===== config.mk =====
export PLATFORM = sky130hd
export DESIGN_NAME = aib_axi_link_ctrl
export DESIGN_NICKNAME = d
export VERILOG_FILES = /design/src/rtl/aib_axi_link_ctrl.sv
export SDC_FILE = /design/constraint.sdc
export NUM_CORES = 1
export LEC_CHECK = 0
export BUFFER_PORTS_ARGS = -buffer_cell sky130_fd_sc_hd__buf_2
export CORE_ASPECT_RATIO = 0.9
export CORE_MARGIN = 10
export CORE_UTILIZATION = 56
export DETAILED_ROUTE_END_ITERATION = 16
export HOLD_SLACK_MARGIN = 0.15
export PLACE_DENSITY = 0.76
export SLEW_MARGIN = 10
export SYNTH_ARGS = -nofsm -noshare
export SYNTH_HDL_FRONTEND = slang
export SYNTH_SLANG_ARGS = --single-unit

===== constraint.sdc =====
create_clock -name clk_wr -period 2.48 [get_ports clk_wr]
set_input_delay 0.248 -clock clk_wr [delete_from_list [all_inputs] [get_ports clk_wr]]
set_output_delay 0.248 -clock clk_wr [all_outputs]
set_load 0.01 [all_outputs]

===== src/rtl/aib_axi_link_ctrl.sv =====
// AIB-to-AXI link bring-up sequencer: adapter reset, config-done, wait for all
// transfer enables, one-shot credit load, then link_up; bounded retry to FAIL.
module aib_axi_link_ctrl #(
  parameter int CONF_DLY  = 16,
  parameter int TIMEOUT   = 4096,
  parameter int MAX_RETRY = 3,
  parameter int CNT_W     = 16
) (
  input  logic       clk_wr,
  input  logic       rst_wr_n,
  input  logic       link_en,
  input  logic [3:0] xfer_en,
  output logic       o_adapt_rst_n,
  output logic       o_conf_done,
  output logic       o_credit_load,
  output logic       o_link_up,
  output logic       o_err,
  output logic [3:0] o_retry_cnt,
  output logic [2:0] o_state
);

  typedef enum logic [2:0] {
    S_IDLE     = 3'd0,
    S_RST_HOLD = 3'd1,
    S_CONF     = 3'd2,
    S_WAIT     = 3'd3,
    S_LOAD     = 3'd4,
    S_UP       = 3'd5,
    S_BACKOFF  = 3'd6,
    S_FAIL     = 3'd7
  } state_t;

  localparam logic [CNT_W-1:0] CONF_LAST = CNT_W'(CONF_DLY - 1);
  localparam logic [CNT_W-1:0] TO_LAST   = CNT_W'(TIMEOUT - 1);
  localparam logic [CNT_W-1:0] CNT_ONE   = CNT_W'(1);
  localparam logic [4:0]       MAX_R     = 5'(MAX_RETRY);

  state_t           r_state, w_state_nxt;
  logic [CNT_W-1:0] r_cnt, w_cnt_nxt;
  logic [3:0]       r_retry, w_retry_nxt;
  logic [4:0]       w_retry_inc;
  logic             w_all_xfer;

  assign w_all_xfer  = (xfer_en == 4'hF);
  // One bit wider so the FAIL decision is correct even at the saturation point.
  assign w_retry_inc = 5'(r_retry) + 5'd1;

  always_ff @(posedge clk_wr or negedge rst_wr_n) begin
    if (!rst_wr_n) begin
      r_state <= S_IDLE;
      r_cnt   <= '0;
      r_retry <= '0;
    end else begin
      r_state <= w_state_nxt;
      r_cnt   <= w_cnt_nxt;
      r_retry <= w_retry_nxt;
    end
  end

  always_comb begin
    w_state_nxt = r_state;
    w_cnt_nxt   = r_cnt + CNT_ONE;
    w_retry_nxt = r_retry;
    case (r_state)
      S_IDLE: begin
        w_cnt_nxt   = '0;
        w_retry_nxt = '0;
        if (link_en) w_state_nxt = S_RST_HOLD;
      end
      S_RST_HOLD: begin
        if (r_cnt == CONF_LAST) begin
          w_state_nxt = S_CONF;
          w_cnt_nxt   = '0;
        end
      end
      S_CONF: begin
        if (r_cnt == CONF_LAST) begin
          w_state_nxt = S_WAIT;
          w_cnt_nxt   = '0;
        end
      end
      S_WAIT: begin
        // A full enable set on the timeout cycle still wins over the retry.
        if (w_all_xfer) begin
          w_state_nxt = S_LOAD;
          w_cnt_nxt   = '0;
        end else if (r_cnt == TO_LAST) begin
          w_state_nxt = S_BACKOFF;
          w_cnt_nxt   = '0;
        end
      end
      S_LOAD: begin
        w_state_nxt = S_UP;
        w_cnt_nxt   = '0;
      end
      S_UP: begin
        w_cnt_nxt = '0;
        if (!w_all_xfer) w_state_nxt = S_BACKOFF;
      end
      S_BACKOFF: begin
        w_cnt_nxt   = '0;
        w_retry_nxt = (r_retry == 4'hF) ? r_retry : w_retry_inc[3:0];
        w_state_nxt = (w_retry_inc > MAX_R) ? S_FAIL : S_RST_HOLD;
      end
      S_FAIL: begin
        w_cnt_nxt = '0;
      end
      default: begin
        w_state_nxt = S_IDLE;
        w_cnt_nxt   = '0;
      end
    endcase
    // Dropping the request aborts from anywhere, including LOAD.
    if (!link_en) begin
      w_state_nxt = S_IDLE;
      w_cnt_nxt   = '0;
      w_retry_nxt = '0;
    end
  end

  always_comb begin
    o_adapt_rst_n = 1'b0;
    o_conf_done   = 1'b0;
    o_credit_load = 1'b0;
    o_link_up     = 1'b0;
    o_err         = 1'b0;
    case (r_state)
      S_CONF: o_adapt_rst_n = 1'b1;
      S_WAIT: begin
        o_adapt_rst_n = 1'b1;
        o_conf_done   = 1'b1;
      end
      S_LOAD: begin
        o_adapt_rst_n = 1'b1;
        o_conf_done   = 1'b1;
        o_credit_load = 1'b1;
      end
      S_UP: begin
        o_adapt_rst_n = 1'b1;
        o_conf_done   = 1'b1;
        o_link_up     = 1'b1;
      end
      S_FAIL:  o_err = 1'b1;
      default: ;
    endcase
  end

  assign o_retry_cnt = r_retry;
  assign o_state     = r_state;

endmodule

### Yosys cells after proc, flatten, opt, wreduce, memory -nomap -nowiden

Cells that the tools add are included.

* flip-flop bits (word level): 23
* bits of input ports: 7
* output and inout bits: 12
* word-level logic and storage cells: 52

* $add $sub $neg: 2
* magnitude comparators: 1
* eq/ne operators: 18
* multiplexer cells: 21
* reduce and logical (&&, ||, !) cells: 7

Operator list (number)
* $mux 16: 4
* $pmux 16 s3: 1
* $mux 3: 7
* $pmux 3 s7: 1
* $add 16x1->16 const B: 1
* $eq 16x12->1 const B: 1
* $eq 16x4->1 const B: 1
* $eq 3x3->1 const B: 4
* $ne 3x3->1 const B: 4
* $eq 4x4->1 const B: 2
* $mux 4: 2
* $ne 8x1->1 const B: 1
* $pmux 4 s2: 1
* $eq 3x2->1 const B: 2
* $add 4x1->5 const B: 1
* $gt 5x2->1 const B: 1
* $mux 1: 5
* $reduce_and 5->1: 1
* $reduce_or 5->1: 1
* $ne 4x4->1 const B: 1
* $reduce_or 4->1: 1
* $eq 3x1->1 const B: 1
* $logic_not 3->1: 1
* $ne 3x1->1 const B: 1
* other kinds (3): 3

### Longest topological paths before layout

Gate-level depths: netlist of the first run.

* word-level depth: 5
* mapped depth: 8
* depth with buffers taken out: 7

### Worst setup path after synthesis of the first run

No wires, ideal clock.

* kind: register to register
* from: register r_retry[0], in the netlist o_retry_cnt[0]
* to: register r_state[2], in the netlist o_state[2]
* library setup time: 121 ps
* arrival time: 1689 ps
* required time: 2359 ps
* setup slack: 670 ps
* stages on the path, launching flop included: 7
* clock period less this slack: 1810 ps
* path through: dfrtp_1 ha_1 a21bo_2 a2111oi_0 o2bb2ai_1 o211ai_1 nand2_1

* word-level cells in the longest chain between the ends: 5

Ends and longest elaborated chain
* start, declared: line 40 `logic [3:0] r_retry, w_retry_nxt;`
* start signal, assigned: line 56 `r_retry <= w_retry_nxt;`
* $add 4x1->5: line 46 `assign w_retry_inc = 5'(r_retry) + 5'd1;`
* $gt 5x2->1: line 103 `w_state_nxt = (w_retry_inc > MAX_R) ? S_FAIL : S_RST_HOLD;`
* $mux 3: line 103
* $pmux 3 s7: line 64 `case (r_state)`
* $mux 3: line 114 `if (!link_en) begin`
* end signal, assigned: line 54 `r_state <= w_state_nxt;`
* end, declared: line 38 `state_t r_state, w_state_nxt;`

No other way between the ends.
A chain may end at the register's enable or synchronous reset.

### Worst setup path in the final report of the first run

* from: register r_retry[1], in the netlist o_retry_cnt[1]
* to: register r_state[2], in the netlist o_state[2]

Same word-level chain as after synthesis.

==> results.sh, run 1 <==
export IMPL_viasPerCell=5.70
export IMPL_period_share=0.839
export IMPL_synth_nets=159
export IMPL_setup_viol=0
export IMPL_end_kind="register"
export IMPL_synth_async_reset_ratio=1.00
export IMPL_power_total_w=0.000945
export IMPL_drv_cap=0
export IMPL_start_util=0.606
export IMPL_yosysTopAreaCell="dfrtp_1"
export IMPL_synthMuxAreaShare=0.0230
export IMPL_final_nets=179
export IMPL_design_die_area_sq_mm=0.00480
export IMPL_slowest_delay_ps=650
export IMPL_hold_buffers=1
export IMPL_dp_hpwl_um=2090
export IMPL_clkLatencyLatePin_ps=310
export IMPL_period_minus_slack_ps=2080
export IMPL_fill_cells=199
export IMPL_antenna_cells=0
export IMPL_status="finished clean"
export IMPL_yosys_warnings=0
export IMPL_grt_overflow_total=0
export IMPL_io_pins=19
export IMPL_holdWs_ps=245
export IMPL_grt_usage=0.118
export IMPL_synth_most_common_cell="nor2_1"
export IMPL_synthToLayoutAreaGrowth_pct=9.67
export IMPL_cts_buffer_depth=2
export IMPL_p_leak_nw=0.700
export IMPL_clock_sinks=23
export IMPL_synth_top_area_share=0.424
export IMPL_finalHoldViolCount=0
export IMPL_grt_pass1_vias=1090
export IMPL_rows=16
export IMPL_synthFlopType="dfrtp_1"
export IMPL_clockRootBuffer="clkbuf_4"
export IMPL_rsz0062_at_grt="false"
export IMPL_placed_cells_incl_taps=188
export IMPL_die_y_um=66.7
export IMPL_critPathLaunchType="register"
export IMPL_htreeDepth=1
export IMPL_startpoint="o_retry_cnt[1]$_DFFE_PN0P_"
export IMPL_dr_pass1_iters=4
export IMPL_cts_buffers=3
export IMPL_cp_required_ps=2690
export IMPL_postRouteAntennaNets=0
export IMPL_post_route_drc_count=0
export IMPL_gp_congestion=0.891
export IMPL_final_util=0.665
export IMPL_clock_fmax_ghz=0.481
export IMPL_antenna_found_initial=0
export IMPL_worst_slew_pin_slew_ps=684
export IMPL_clk_pin_slew_ps=120
export IMPL_synthTopCellsByArea="dfrtp_1 (42%), nor2_1 (6.9%), xor2_1 (5.2%)"
export IMPL_synth_top_family_by_area="simple AND/OR/NAND/NOR gates"
export IMPL_cts_setup_buffers=0
export IMPL_post_cts_resized=0
export IMPL_grt_pass1_wl_um=4730
export IMPL_vias=1100
export IMPL_r2r_start="o_retry_cnt[1]$_DFFE_PN0P_"
export IMPL_synth_compound_area_frac=0.0985
export IMPL_yosys_top_cells_count="nor2_1 (25), dfrtp_1 (23), nand2_1 (11)"
export IMPL_synth_area_sq_mm=0.00136
export IMPL_io_buffers=18
export IMPL_ys_types=36
export IMPL_synth_xor_area_frac=0.0967
export IMPL_hold_class="in2reg"
export IMPL_synth_edf_count=0
export IMPL_path_buf_inv=0
export IMPL_drtIter0Drc=48
export IMPL_cp_cell_sequence="ha_1 > a21bo_2 > a2111oi_0 > o2bb2ai_1 > o211ai_1 > nand2_1"
export IMPL_stdcell_count=193
export IMPL_fp_dieW_um=71.9
export IMPL_critical_path_class="reg2reg"
export IMPL_grt_max_degree=24
export IMPL_slew_violations=0
export IMPL_powerDensity_mw_per_mm2=634
export IMPL_cp_top_family="compound AO/OA/AOI/OAI gates"
export IMPL_wl_um=2730
export IMPL_netlist_instances=147
export IMPL_drive_gt1_frac=0.163
export IMPL_slowest_stage="a2111oi_0"
export IMPL_cts_tree="yes"
export IMPL_finalSetupTns_ps=0
export IMPL_slew_headroom=0.532
export IMPL_core_area_sq_mm=0.00224
export IMPL_synthAdderAreaFrac=0.0460
export IMPL_ys_seq_area_frac=0.424
export IMPL_hp_start="link_en"
export IMPL_synth_avg_cell_area_sq_um=9.24
export IMPL_synth_seq_cells=23
export IMPL_finalClockSkew_ps=4.31
export IMPL_arrival_ps=2290
export IMPL_crit_fanout=6
export IMPL_yosys_area_share_simple=0.274
export IMPL_wl_per_cell_um=14.2
export IMPL_vdd_drop_max_mv=0.618
==> worst paths after layout <==
path / to / slack (ps) / cells after the start
max: o_state[2]$_DFFE_PN0P_ / 400 / 6
min: o_state[0]$_DFFE_PN0P_ / 240 / 2
max reg2reg: o_state[2]$_DFFE_PN0P_ / 400 / 6
min reg2reg: r_cnt[0]$_DFF_PN0_ / 480 / 1
max in group asynchronous: r_cnt[9]$_DFF_PN0_ / 1720 / 2
min in group asynchronous: r_cnt[8]$_DFF_PN0_ / 420 / 2
==> metrics by stage <==
stage,area [sq um],setup WS (ps)
global route,1490,198
floorplan,1360,670
detailed placement,1450,415
finish,1490,400
global placement,1450,447
CTS,1490,397
==> metal layers <==
layer  vias to the layer above  wire, um  GRT usage
li1                        543         -          -
met1                       535      1340      0.141
met2                        18      1240      0.198
met3                         4       135     0.0444
met4                         0        18     0.0242
met5                         -         0          0
==> report_power, final <==
part	leakage (nW)	total [W]	internal (W)	switching, W
Combinational	0.366	0.000316	0.000131	0.000185
Sequential	0.319	0.000459	0.000400	0.0000589
Clock	0.0150	0.000170	0.0000629	0.000107
Total	0.700	0.000945	0.000595	0.000351
==> cells in the final DEF, fill, tap and decap left out, types with 3 or more instances in the layout <==
cell,count
clkbuf_4,3
nand2b_1,5
o21ai_0,4
nand2_1,11
nand3_1,8
inv_1,6
o2bb2ai_1,3
and3_1,6
xor2_1,8
buf_2,18
nor3_1,5
nor2_1,25
dfrtp_1,23
xnor2_1,7
and4_1,3
ha_1,5
==> cells by family after synthesis <==
kind of cell    after synthesis
xor+xnor                     15
flops                        23
fa+ha+maj                     5
mux                           3
simple gates                 74
buf+inv                      10
compound gates               17
==> area by class of cell <==
cell class | count | area (sq um) | area share
timing repair buffer | 19 | 100 | 0.0672
tap | 27 | 33.8 | 0.0227
inverter | 6 | 22.5 | 0.0151
clock buffer | 4 | 26.3 | 0.0176
multi-input combinational | 114 | 732 | 0.491
sequential | 23 | 576 | 0.386
==> state kept, by name, summed over array words and instances (netlist names) <==
register	flops
r_cnt	16
o_retry_cnt	4
o_state	3
Note: power is estimated with default switching activity, not from simulation.
==> inputs of run 2 (changes only) <==
clock period = 1.96 ns   (was 2.48 ns; I/O delays follow)
==> run 2 against run 1 <==
  * Clock power is 29% higher
  * Wire length is 6.9% higher
  * Clock skew is 3.2 ps lower
  * First-iteration DRC count is 19% higher
  * Cell area is 3.3% higher
  * Critical path depth stayed put
  * Worst setup slack worse by 300 ps
  * Non-clock buffer count is 3 higher
  * Largest power group unchanged
==> results.sh, run 2 (synthesis results as in run 1) <==
export IMPL_status="finished clean"
export IMPL_startpoint="r_cnt[0]$_DFF_PN0_"
export IMPL_worst_slew_pin_slew_ps=532
export IMPL_critical_path_class="reg2reg"
export IMPL_grt_pass1_vias=1070
export IMPL_p_leak_nw=0.722
export IMPL_antenna_cells=0
export IMPL_grt_usage=0.120
export IMPL_rr_worst_depth=6
export IMPL_clock_fmax_ghz=0.539
export IMPL_slew_headroom=0.643
export IMPL_r2r_setup_slack_ps=100
export IMPL_arrival_ps=2060
export IMPL_io_pins=19
export IMPL_clock_sinks=23
export IMPL_layout_setup_ws_ps=103
export IMPL_stdcell_count=196
export IMPL_cts_tree="yes"
export IMPL_period_minus_slack_ps=1860
export IMPL_cts_buffer_depth=2
export IMPL_vdd_drop_max_mv=0.709
export IMPL_synthToLayoutAreaGrowth_pct=13.3
export IMPL_postRouteAntennaNets=0
export IMPL_power_total_w=0.00130
export IMPL_htreeDepth=1
export IMPL_cts_buffers=3
export IMPL_slowest_stage="dfrtp_1"
export IMPL_end_kind="register"
export IMPL_clk_pin_slew_ps=120
export IMPL_die_y_um=66.7
export IMPL_combPwrFrac=0.384
export IMPL_core_area_sq_mm=0.00224
export IMPL_p_switching_w=0.000481
export IMPL_grt_pass1_wl_um=4820
export IMPL_start_util=0.606
export IMPL_placed_cells_incl_taps=190
export IMPL_path_buf_inv=0
export IMPL_fp_dieW_um=71.9
export IMPL_hold_class="in2reg"
export IMPL_vias=1134
export IMPL_dr_pass1_iters=4
export IMPL_design_die_area_sq_mm=0.00480
export IMPL_cp_required_ps=2160
export IMPL_slowest_delay_ps=390
export IMPL_p_clk_frac=0.169
export IMPL_critPathLaunchType="register"
export IMPL_period_share=0.947
export IMPL_cp_depth=6
export IMPL_wl_um=2920
export IMPL_drive_gt1_frac=0.195
export IMPL_slew_violations=0
export IMPL_dp_hpwl_um=2150
export IMPL_io_buffers=18
export IMPL_final_nets=182
export IMPL_finalClockSkew_ps=1.07
export IMPL_clockRootBuffer="clkbuf_4"
export IMPL_drv_cap=0
export IMPL_power_frac_seq=0.447
export IMPL_setup_viol=0
export IMPL_powerDensity_mw_per_mm2=847
export IMPL_finalHoldViolCount=0
export IMPL_antenna_found_initial=0
export IMPL_largest_register_ffs=16
export IMPL_pre_cts_ws_ps=-43.9
export IMPL_largest_register="r_cnt"
export IMPL_viasPerCell=5.79
export IMPL_cp_top_family="compound AO/OA/AOI/OAI gates"
export IMPL_power_share_switching=0.369
export IMPL_layout_commonest_cell="nor2_1"
export IMPL_mostFrequentLayoutCells="nor2_1 (25), dfrtp_1 (23), buf_2 (18), nand2_1 (11), xor2_1 (8)"
export IMPL_rows=16
export IMPL_rr_endpoint="o_state[0]$_DFFE_PN0P_"
export IMPL_drtIter0Drc=57
export IMPL_clkLatencyLatePin_ps=310
export IMPL_cp_cell_sequence="ha_1 > and3_1 > nand4_1 > a32oi_2 > nand3_2 > o311a_1"
export IMPL_r2r_start="r_cnt[0]$_DFF_PN0_"
export IMPL_p_int_w=0.000822
export IMPL_wl_per_cell_um=14.9
export IMPL_post_route_drc_count=0
export IMPL_grt_max_degree=24
export IMPL_gp_congestion=0.871
export IMPL_grt_overflow_total=0
export IMPL_critPathCapture="o_state[0]$_DFFE_PN0P_"
export IMPL_crit_fanout=4
export IMPL_holdWs_ps=182
==> run 2: metrics by stage <==
step	instance area, sq um	setup TNS, ps	util
2_1_floorplan	1360	0	-
6_report	1540	0	0.686
3_5_place_dp	1480	-43.9	0.661
4_1_cts	1520	0	0.677
3_3_place_gp	1480	0	0.661
5_1_grt	1540	-37.6	0.686
==> run 2: worst reg2reg max path, cell delays in order, from the launching register on <==
cell and delay, ps:
dfrtp_1 390, ha_1 200, and3_1 240, nand4_1 170
a32oi_2 300, nand3_2 140, o311a_1 320
==> run 2: worst min path at each step <==
stage / startpoint / end / slack (ps) / depth (start not counted)
CTS: link_en / o_state[0]$_DFFE_PN0P_ / 180 / 2
global placement: rst_wr_n / r_cnt[8]$_DFF_PN0_ / 190 / 1
floorplan: rst_wr_n / o_retry_cnt[0]$_DFFE_PN0P_ / -100 / 0
global route: link_en / o_state[0]$_DFFE_PN0P_ / 190 / 2
detailed placement: rst_wr_n / r_cnt[8]$_DFF_PN0_ / 200 / 1
finish: link_en / o_state[0]$_DFFE_PN0P_ / 180 / 2
==> run 2: final cells by class <==
class	count	area, sq um
clock buffers	4	26.3
inverters	6	22.5
flip-flops and latches	23	576
well taps	27	33.8
multi-input cells	114	746
repair buffers	22	135
fillers	186	703
==> run 2: power groups by stage <==
stage,Clock (W),Combinational (W),Sequential (W)
2_1_floorplan,0,0.000371,0.000552
3_3_place_gp,0,0.000446,0.000587
3_5_place_dp,0,0.000455,0.000590
4_1_cts,0.000229,0.000460,0.000581
5_1_grt,0.000239,0.000553,0.000593
6_report,0.000220,0.000501,0.000582
==> run 2: repair_timing <==
item	4_1_cts	5_1_grt
resized for setup	1	3
endpoints found under the hold margin	23	0
hold buffers	1	0
endpoints found under the setup margin	1	3
pin swaps	0	1
setup buffers	0	1
==> run 2: routing by layer <==
layer	up-vias	track usage	share of wire
met3	2	0.0370	0.043
met2	22	0.204	0.49
met4	0	0.0266	0.0048
met1	554	0.146	0.46
li1	556	-	-
met5	-	0	0
==> inputs of run 3 (changes only) <==
CELL_PAD_IN_SITES_DETAIL_PLACEMENT = 1   (was unset)
CELL_PAD_IN_SITES_GLOBAL_PLACEMENT = 1   (was unset)
CORE_UTILIZATION = 43   (was 56)
==> run 3 against run 2 <==
  * First-iteration DRC count shrank 12%
  * Critical path depth is the same
  * Clock power about the same
  * Sequential cell count did not move
  * Register-to-register slack got worse by 30 ps
  * Non-clock buffer count increased by 2
  * Wire length is 13% higher
  * Cell area up 3.3%
  * Hold slack gained 9.0 ps
  * Power increased by 1.2%
  * Sequential power down 2%
  * Critical path type unchanged
==> results.sh, run 3 (synthesis results as in run 1) <==
export IMPL_status="finished clean"
export IMPL_postRouteAntennaNets=0
export IMPL_critical_path_class="reg2reg"
export IMPL_setup_viol=0
export IMPL_wl_per_cell_um=15.5
export IMPL_slew_violations=0
export IMPL_htreeDepth=1
export IMPL_drive_gt1_frac=0.228
export IMPL_layout_setup_ws_ps=68.1
export IMPL_cts_buffer_depth=2
export IMPL_slew_headroom=0.635
export IMPL_io_buffers=18
export IMPL_cts_buffers=3
export IMPL_stdcell_count=213
export IMPL_die_y_um=73.3
export IMPL_cp_required_ps=2170
export IMPL_clock_sinks=23
export IMPL_core_area_sq_mm=0.00304
export IMPL_vdd_drop_max_mv=0.573
export IMPL_cts_tree="yes"
export IMPL_p_clk_frac=0.169
export IMPL_design_die_area_sq_mm=0.00581
export IMPL_period_minus_slack_ps=1890
export IMPL_p_switching_w=0.000494
export IMPL_antenna_found_initial=0
export IMPL_largest_register_ffs=16
export IMPL_met1_usage=0.156
export IMPL_clock_fmax_ghz=0.529
export IMPL_critPathLaunchType="register"
export IMPL_clockRootBuffer="clkbuf_4"
export IMPL_path_buf_inv=0
export IMPL_top_usage_layer="met2"
export IMPL_mostFrequentLayoutCells="nor2_1 (25), dfrtp_1 (21), buf_2 (18), nand2_1 (11), xor2_1 (8)"
export IMPL_combPwrFrac=0.396
export IMPL_rows=19
export IMPL_dr_pass1_iters=4
export IMPL_pre_cts_ws_ps=-62.7
export IMPL_slowest_delay_ps=400
export IMPL_antenna_cells=0
export IMPL_crit_fanout=4
export IMPL_post_route_drc_count=0
export IMPL_largest_register="r_cnt"
export IMPL_clk_pin_slew_ps=130
export IMPL_drv_cap=0
export IMPL_dp_hpwl_um=2540
export IMPL_finalHoldViolCount=0
export IMPL_drtIter0Drc=50
export IMPL_wl_um=3290
export IMPL_layout_commonest_cell="nor2_1"
export IMPL_p_leak_nw=0.737
export IMPL_arrival_ps=2100
export IMPL_power_frac_seq=0.434
export IMPL_powerDensity_mw_per_mm2=829
export IMPL_worst_slew_pin_slew_ps=543
export IMPL_viasPerCell=5.38
export IMPL_grt_use_met2=0.209
export IMPL_cp_top_family="compound AO/OA/AOI/OAI gates"
export IMPL_grt_use_met3=0.0256
export IMPL_period_share=0.965
export IMPL_grt_usage=0.122
export IMPL_vias=1146
export IMPL_io_pins=19
export IMPL_holdWs_ps=191
export IMPL_grt_pass1_vias=1281
export IMPL_end_kind="register"
export IMPL_p_int_w=0.000824
export IMPL_finalClockSkew_ps=1.14
export IMPL_synthToLayoutAreaGrowth_pct=17.0
export IMPL_grt_overflow_total=0
export IMPL_power_share_switching=0.375
export IMPL_hold_class="in2reg"
export IMPL_grt_max_degree=24
export IMPL_final_nets=184
export IMPL_fp_dieW_um=79.3
export IMPL_grt_pass1_wl_um=5970
export IMPL_slowest_stage="dfrtp_1"
export IMPL_clkLatencyLatePin_ps=310
export IMPL_placed_cells_incl_taps=206
export IMPL_start_util=0.447
export IMPL_cp_cell_sequence="ha_2 > and4_1 > nand4_1 > a32oi_2 > nand3_2 > o311a_1"
export IMPL_gp_congestion=0.811
run 3: cell count changes in the layout (fill, tap and decap cells not counted), sizes merged:
| cell | before | now |
|---|---|---|
| buf | 21 | 23 |
| clkbuf | 4 | 3 |
| clkinv | 0 | 1 |
run 3: layout make-up:
cell class	count	area, sq um
fill	385	1450
tap	42	52.6
sequential	23	578
clock inverter	1	5.00
timing repair buffer	24	150
multi-input combinational	114	759
inverter	6	22.5
clock buffer	3	22.5
run 3: path summary, 6_finish.rpt:
path / start / endpoint / slack, ps / cells after the start
min in group asynchronous: rst_wr_n / r_cnt[1]$_DFF_PN0_ / 380 / 2
setup reg to reg: r_cnt[0]$_DFF_PN0_ / o_state[0]$_DFFE_PN0P_ / 70 / 6
max in group asynchronous: rst_wr_n / o_retry_cnt[0]$_DFFE_PN0P_ / 1200 / 2
hold / removal: link_en / o_state[0]$_DFFE_PN0P_ / 190 / 2
hold reg to reg: r_cnt[0]$_DFF_PN0_ / r_cnt[0]$_DFF_PN0_ / 480 / 1
setup / recovery: r_cnt[0]$_DFF_PN0_ / o_state[0]$_DFFE_PN0P_ / 70 / 6
run 3: metrics by stage:
stage                     instance area, sq um  total power, W   util  TNS (ps)
after floorplan                           1360        0.000923      -         0
after global placement                    1510         0.00106  0.495         0
after detailed placement                  1510         0.00108  0.495     -62.7
after CTS                                 1550         0.00131  0.508         0
after global routing                      1590         0.00143  0.523     -15.9
final                                     1590         0.00132  0.523         0
run 3: power by group through the flow:
stage | logic [W] | clock network [W] | registers, W
6_report | 0.000523 | 0.000223 | 0.000572
4_1_cts | 0.000506 | 0.000235 | 0.000569
3_5_place_dp | 0.000503 | 0 | 0.000579
5_1_grt | 0.000596 | 0.000252 | 0.000583
2_1_floorplan | 0.000371 | 0 | 0.000552
3_3_place_gp | 0.000481 | 0 | 0.000578
run 3: what timing repair did:
action                     4_1_cts  5_1_grt
pin swaps                        0        1
hold endpoints to repair        23        0
buffers inserted                 0        2
resized for setup                1        7
setup endpoints to repair        2       14
hold buffers                     1        0
run 3: metal layers:
layer  up-vias  wire length, um
met5         -                0
met4         0               21
met3         3              106
met2        18             1630
met1       566             1530
li1        559                -
run 3: worst reg2reg max path: cells and delay by family, from the launching register on:
kind                       cells  cell delay, ps
AOI/OAI and AO/OA              2             630
and+or+nand+nor                3             550
DFF                            1             400
adders and majority gates      1             220
